### src/rtl/selen_wb_timer.sv
// selen_wb_timer: Wishbone B4 pipelined timer/compare peripheral.
// Registers CTRL, PRESC, COUNT, COMPARE and STATUS. A prescaled tick
// advances COUNT, and a COUNT==COMPARE hit sets MATCH, which drives a
// level interrupt when IE is set. Every response is a single-cycle
// registered ack, or err for an unmapped offset. No wait states.
module selen_wb_timer #(
  parameter int AW   = 32,
  parameter int DW   = 32,
  parameter int PS_W = 16
) (
  input  logic            clk,
  input  logic            rst_n,
  input  logic [AW-1:0]   wb_adr_i,
  input  logic [DW-1:0]   wb_dat_i,
  input  logic [DW/8-1:0] wb_sel_i,
  input  logic            wb_we_i,
  input  logic            wb_cyc_i,
  input  logic            wb_stb_i,
  output logic [DW-1:0]   wb_dat_o,
  output logic            wb_ack_o,
  output logic            wb_err_o,
  output logic            wb_stall_o,
  output logic            irq_o
);

  localparam logic [2:0] OFF_CTRL   = 3'd0;
  localparam logic [2:0] OFF_PRESC  = 3'd1;
  localparam logic [2:0] OFF_COUNT  = 3'd2;
  localparam logic [2:0] OFF_CMP    = 3'd3;
  localparam logic [2:0] OFF_STATUS = 3'd4;

  // Merge write data into an old value, one byte lane per select bit.
  function automatic logic [31:0] apply_sel(input logic [31:0] old_v,
                                            input logic [31:0] new_v,
                                            input logic [3:0]  sel);
    logic [31:0] r;
    r = old_v;
    for (int b = 0; b < 4; b++) begin
      if (sel[b]) begin
        r[8*b +: 8] = new_v[8*b +: 8];
      end else begin
        r[8*b +: 8] = old_v[8*b +: 8];
      end
    end
    return r;
  endfunction

  logic [2:0]      ctrl_q,  ctrl_d;
  logic [PS_W-1:0] presc_q, presc_d;
  logic [PS_W-1:0] pcnt_q,  pcnt_d;
  logic [31:0]     count_q, count_d;
  logic [31:0]     cmp_q,   cmp_d;
  logic            match_q, match_d;
  logic            ack_q,   ack_d;
  logic            err_q,   err_d;
  logic [31:0]     dat_q,   dat_d;
  logic            irq_q,   irq_d;

  logic        acc_s, mapped_s, wr_s, tick_s, hit_s, w1c_s;
  logic [2:0]  off_s;
  logic [31:0] rdata_s, m_ctrl_s, m_presc_s, m_count_s, m_cmp_s;
  logic        unused_s;

  assign acc_s    = wb_cyc_i & wb_stb_i;
  assign off_s    = wb_adr_i[4:2];
  assign mapped_s = (off_s <= OFF_STATUS);
  assign wr_s     = acc_s & wb_we_i & mapped_s;
  assign tick_s   = ctrl_q[0] & (pcnt_q == presc_q);
  // The match test uses COUNT as it stands before any same-cycle bus write.
  assign hit_s    = tick_s & (count_q == cmp_q);
  assign w1c_s    = wr_s & (off_s == OFF_STATUS) & wb_sel_i[0] & wb_dat_i[0];

  assign m_ctrl_s  = apply_sel({29'd0, ctrl_q}, wb_dat_i, wb_sel_i);
  assign m_presc_s = apply_sel({{(32-PS_W){1'b0}}, presc_q}, wb_dat_i, wb_sel_i);
  assign m_count_s = apply_sel(count_q, wb_dat_i, wb_sel_i);
  assign m_cmp_s   = apply_sel(cmp_q, wb_dat_i, wb_sel_i);

  // Upper bits of the merged CTRL/PRESC words and the undecoded address bits
  // are intentionally dropped.
  assign unused_s = ^{m_ctrl_s[31:3], m_presc_s[31:PS_W],
                      wb_adr_i[AW-1:5], wb_adr_i[1:0]};

  // Read-data mux: register value as seen at the accept edge.
  always_comb begin
    rdata_s = 32'd0;
    case (off_s)
      OFF_CTRL:   rdata_s = {29'd0, ctrl_q};
      OFF_PRESC:  rdata_s = {{(32-PS_W){1'b0}}, presc_q};
      OFF_COUNT:  rdata_s = count_q;
      OFF_CMP:    rdata_s = cmp_q;
      OFF_STATUS: rdata_s = {31'd0, match_q};
      default:    rdata_s = 32'd0;
    endcase
  end

  // Next-state logic for registers, prescaler, counter and bus response.
  always_comb begin
    ctrl_d  = ctrl_q;
    presc_d = presc_q;
    cmp_d   = cmp_q;

    if (wr_s && off_s == OFF_CTRL) begin
      ctrl_d = m_ctrl_s[2:0];
    end else begin
      ctrl_d = ctrl_q;
    end

    if (wr_s && off_s == OFF_PRESC) begin
      presc_d = m_presc_s[PS_W-1:0];
    end else begin
      presc_d = presc_q;
    end

    if (wr_s && off_s == OFF_CMP) begin
      cmp_d = m_cmp_s;
    end else begin
      cmp_d = cmp_q;
    end

    // A PRESC write restarts the prescale count; EN=0 freezes it.
    if (wr_s && off_s == OFF_PRESC) begin
      pcnt_d = '0;
    end else if (tick_s) begin
      pcnt_d = '0;
    end else if (ctrl_q[0]) begin
      pcnt_d = pcnt_q + {{(PS_W-1){1'b0}}, 1'b1};
    end else begin
      pcnt_d = pcnt_q;
    end

    // A bus write to COUNT overrides the tick update in the same cycle.
    if (wr_s && off_s == OFF_COUNT) begin
      count_d = m_count_s;
    end else if (hit_s && ctrl_q[1]) begin
      count_d = 32'd0;
    end else if (tick_s) begin
      count_d = count_q + 32'd1;
    end else begin
      count_d = count_q;
    end

    // A new match beats a simultaneous write-1-to-clear.
    match_d = hit_s | (match_q & ~w1c_s);
    irq_d   = match_q & ctrl_q[2];

    ack_d = acc_s & mapped_s;
    err_d = acc_s & ~mapped_s;
    if (acc_s && !wb_we_i && mapped_s) begin
      dat_d = rdata_s;
    end else begin
      dat_d = 32'd0;
    end
  end

  // State registers with asynchronous reset.
  always_ff @(posedge clk or negedge rst_n) begin
    if (!rst_n) begin
      ctrl_q  <= 3'd0;
      presc_q <= '0;
      pcnt_q  <= '0;
      count_q <= 32'd0;
      cmp_q   <= 32'd0;
      match_q <= 1'b0;
      ack_q   <= 1'b0;
      err_q   <= 1'b0;
      dat_q   <= 32'd0;
      irq_q   <= 1'b0;
    end else begin
      ctrl_q  <= ctrl_d;
      presc_q <= presc_d;
      pcnt_q  <= pcnt_d;
      count_q <= count_d;
      cmp_q   <= cmp_d;
      match_q <= match_d;
      ack_q   <= ack_d;
      err_q   <= err_d;
      dat_q   <= dat_d;
      irq_q   <= irq_d;
    end
  end

  // A response is discarded when the master drops its cycle.
  assign wb_ack_o   = ack_q & wb_cyc_i;
  assign wb_err_o   = err_q & wb_cyc_i;
  assign wb_dat_o   = dat_q;
  assign wb_stall_o = 1'b0;
  assign irq_o      = irq_q;

endmodule

### config.mk
export PLATFORM = sky130hd
export DESIGN_NAME = selen_wb_timer
export DESIGN_NICKNAME = d
export VERILOG_FILES = /design/src/rtl/selen_wb_timer.sv
export SDC_FILE = /design/constraint.sdc
export NUM_CORES = 1
export LEC_CHECK = 0
export BUFFER_PORTS_ARGS = -buffer_cell sky130_fd_sc_hd__buf_2
export CAP_MARGIN = 5
export CORE_MARGIN = 5
export CORE_UTILIZATION = 50
export DETAILED_ROUTE_END_ITERATION = 6
export PLACE_DENSITY = 0.71
export SKIP_LAST_GASP = 1
export SYNTH_ARGS = -nofsm -noshare
export SYNTH_HDL_FRONTEND = slang
export SYNTH_SLANG_ARGS = --single-unit
### constraint.sdc
create_clock -name clk -period 6.1 [get_ports clk]
set_clock_uncertainty 0.05 [all_clocks]
set_input_delay 0 -clock clk [delete_from_list [all_inputs] [get_ports clk]]
set_output_delay 0 -clock clk [all_outputs]
set_load 0.02 [all_outputs]
==> results_dict.tcl <==
set metrics [dict create \
    report.final.slew_viol_count 0 \
    die_w_um 130 \
    die_area_um2 16900 \
    whs_ns 0.0699 \
    via_count 5853 \
    crit_chain "dlygate4sd3_1, buf_2, nor3b_2, and4_1, buf_4, nand2_1, o21ai_1, o21a_1" \
    io_pins 109 \
    synth-seq-area-share_pct 46.8 \
    crit_type "primary input to flip-flop" \
    cts_sinks 135 \
    placementRows 44 \
    synth_cell_types 48 \
    grt_max_degree 76 \
    antenna_found_initial 0 \
    tightestPinTransition_ns 1.30 \
    grtUsageTotal_pct 23.9 \
    synth_nets 767 \
    coreArea_um2 14400 \
    cp-start-kind "primary input" \
    synth_seq_cells 135 \
    cts_made_buffers 17 \
    die_y_um 130 \
    p_per_area_nw_per_um2 378 \
    dpl.hpwl_um 13500 \
    cts_tree "done" \
    grt_overflow 0 \
    rr_startpoint "pcnt_q[8]" \
    io_buffers 78 \
    yosys_warnings 0 \
    layout-drive-gt1-share_pct 21.9 \
    num_antenna_cells 0 \
    r2r_setup_slack_ns 3.23 \
    grt_pass1_wl_um 31300 \
    ant_nets 0 \
    final_cell_area_um2 8700 \
    area_growth_syn_to_layout_pct 20.5 \
    drt_iter0_drc 611 \
    p_leak_nw 3.76 \
    wire_per_inst_um 19.9 \
    worstPathMaxFanout 27 \
    reg2reg_to "count_q[0]" \
    wl_um 19500 \
    clk_pin_slew_ns 0.06 \
    cts_resized 0 \
    dpl_cell_area_um2 7660 \
    nFillCells 1178 \
    clock_latency_ns 0.42 \
    dr.pass1.iters 5 \
    drc 0 \
    min_period_over_period_pct 51.8 \
    endpoint "count_q[16]" \
    synthCells 692 \
    crit_slowest_cell "nor3b_2" \
    period_needed_ns 3.16 \
    max_freq_mhz 317 \
    cp-startpoint "wb_adr_i[4]" \
    p_total_mw 3.29 \
    place.gp.congestion 0.864 \
    vdd_drop_max_mv 0.255 \
    final_nets 856 \
    outcome "completed" \
    start_util_pct 50.3 \
    endpoint_kind "flip-flop" \
    root_buffer "clkbuf_16" \
    h-tree-depth 4 \
    relSlewSlack_pct 13.0 \
    critPathMaxStageDelay_ns 1.06 \
    tns_ns 0 \
    synth_area_um2 7220 \
    required_ns 6.41 \
    setup_viol 0 \
    avgSynthCellArea_um2 10.4 \
    cap_violations 0 \
    min_path_type "primary input to flip-flop" \
    rsz0062_at_grt "no" \
    vias_per_cell 5.98 \
    hold_violations 0 \
    reg2regPathDepth 6 \
    crit_arrival_ns 3.47 \
    first_global_vias 6004 \
    clockBufferDepth 2 \
]
==> worst min-delay path by stage <==
stage                start           to  slack, ns  cells after the start
3_3_place_gp         rst_n  wb_dat_o[4]      0.008                      1
4_1_cts        wb_adr_i[3]  wb_dat_o[3]       0.06                      3
3_5_place_dp         rst_n  wb_dat_o[4]       0.02                      1
6_report       wb_adr_i[3]  wb_dat_o[3]       0.07                      3
2_1_floorplan        rst_n        ack_q      -0.35                      0
5_1_grt        wb_adr_i[3]  wb_dat_o[5]       0.11                      3
==> routing by layer <==
layer / global-route usage [%] / wire, µm / vias to the layer above
met3: 5.12 / 1220 / 44
li1: - / - / 2652
met4: 9.66 / 603 / 0
met1: 31.7 / 8340 / 2925
met2: 38.4 / 9340 / 232
met5: 0 / 0 / -
==> power by group <==
part	total, mW	switching [mW]	internal (mW)	leakage (nW)
sequential	1.31	0.263	1.05	1.71
clock	1.13	0.379	0.748	0.319
combinational	0.852	0.453	0.399	1.73
==> placed cells by master (no fill, tap or decap), types with 3 or more instances in the layout <==
| cell type | synthesis | routed |
|---|---|---|
| dfrtp_1 | 135 | 135 |
| nor2_1 | 83 | 83 |
| buf_2 | 17 | 77 |
| xnor2_1 | 71 | 71 |
| mux2_2 | 46 | 46 |
| nand2_1 | 41 | 41 |
| dlygate4sd3_1 | 0 | 39 |
| o21a_1 | 31 | 31 |
| o32ai_1 | 30 | 30 |
| a22oi_1 | 29 | 29 |
| nand3_1 | 21 | 21 |
| nand4_1 | 20 | 20 |
| xor2_1 | 18 | 18 |
| clkbuf_16 | 0 | 17 |
| mux2_1 | 15 | 15 |
| nor3_1 | 13 | 13 |
| inv_1 | 9 | 9 |
| o21ai_0 | 8 | 8 |
| a31oi_1 | 6 | 6 |
| clkbuf_8 | 0 | 6 |
| nor2b_1 | 5 | 5 |
| or3_1 | 5 | 5 |
| nor4_1 | 5 | 5 |
| and4_1 | 5 | 5 |
| buf_4 | 2 | 5 |
| and3_1 | 4 | 4 |
| bufinv_16 | 0 | 4 |
| nand2b_1 | 3 | 3 |
| mux4_2 | 3 | 3 |
| and2_1 | 3 | 3 |
| o21ai_1 | 3 | 3 |
| nor4_2 | 3 | 3 |
| nand3b_1 | 3 | 3 |
==> synth_stat cells (all sizes together) <==
cell    number  share of area (%)
a21oi        2               0.14
a22oi       29                3.0
a31oi        6               0.52
and2         3               0.26
and3         4               0.35
and3b        2               0.24
and4         5               0.61
buf         21                1.5
clkbuf      31                1.6
conb         1              0.052
dfrtp      135                 47
ha           2               0.35
inv          9               0.47
mux2        61                9.5
mux4         3               0.94
nand2       41                2.1
nand2b       3               0.26
nand3       21                1.5
nand3b       3               0.31
nand4       21                1.9
nor2        83                4.3
nor2b        5               0.43
nor3        14                1.0
nor3b        3               0.38
nor4         9                1.2
nor4b        2               0.42
o21a        31                3.2
o21ai       12               0.88
o31a         1               0.12
o31ai        2               0.21
o32ai       31                3.9
or2          1              0.087
or3          5               0.43
or4          1               0.16
xnor2       71                8.6
xor2        18                2.2
==> logic make-up (layout without fill, tap and decap cells) <==
kind of cell	count (synthesis)	in the layout	synth area share [%]
XOR/XNOR	89	89	10.8
flip-flops	135	135	46.8
AND/OR/NAND/NOR	226	226	16.0
buffers and inverters	61	163	3.60
other	1	1	0.0519
multiplexers	64	64	10.4
AO/OA/AOI/OAI	114	114	12.0
adder cells (fa/ha/maj)	2	2	0.346
==> worst max-delay path: cells and delay by family <==
family / cells / cell delay (ns)
simple gates: 3 / 1.74
buf+inv: 3 / 1.07
compound gates: 2 / 0.63
==> flip-flops by register name (all words and copies together), names as in the netlist <==
name,flops
ack_q,1
cmp_q,32
count_q,32
ctrl_q,3
err_q,1
irq_o,1
match_q,1
pcnt_q,16
presc_q,16
wb_dat_o,32
==> metrics by stage <==
| step | utilization (%) | instances | worst slack, ns |
|---|---|---|---|
| detailed placement | 53.3 | 907 | 2.97 |
| CTS | 60.6 | 978 | 3.05 |
| finish | 60.6 | 978 | 2.94 |
| global route | 60.6 | 978 | 2.82 |
| floorplan | - | 692 | 4.05 |
| global placement | 53.3 | 907 | 3.04 |
==> timing repair <==
action | 4_1_cts | 5_1_grt
hold buffers | 39 | 0
endpoints found under the hold margin | 161 | 0
buffers inserted | 0 | 0
==> layout make-up <==
| class | instances | area, µm² | area share, % |
|---|---|---|---|
| repair buffers | 122 | 825 | 9.47 |
| well taps | 184 | 230 | 2.64 |
| inverters | 9 | 33.8 | 0.388 |
| multi-input cells | 496 | 3580 | 41.2 |
| clock inverters | 7 | 138 | 1.58 |
| flip-flops and latches | 135 | 3380 | 38.8 |
| clock buffers | 25 | 515 | 5.92 |
No activity file was read; power rests on OpenSTA's default activity.
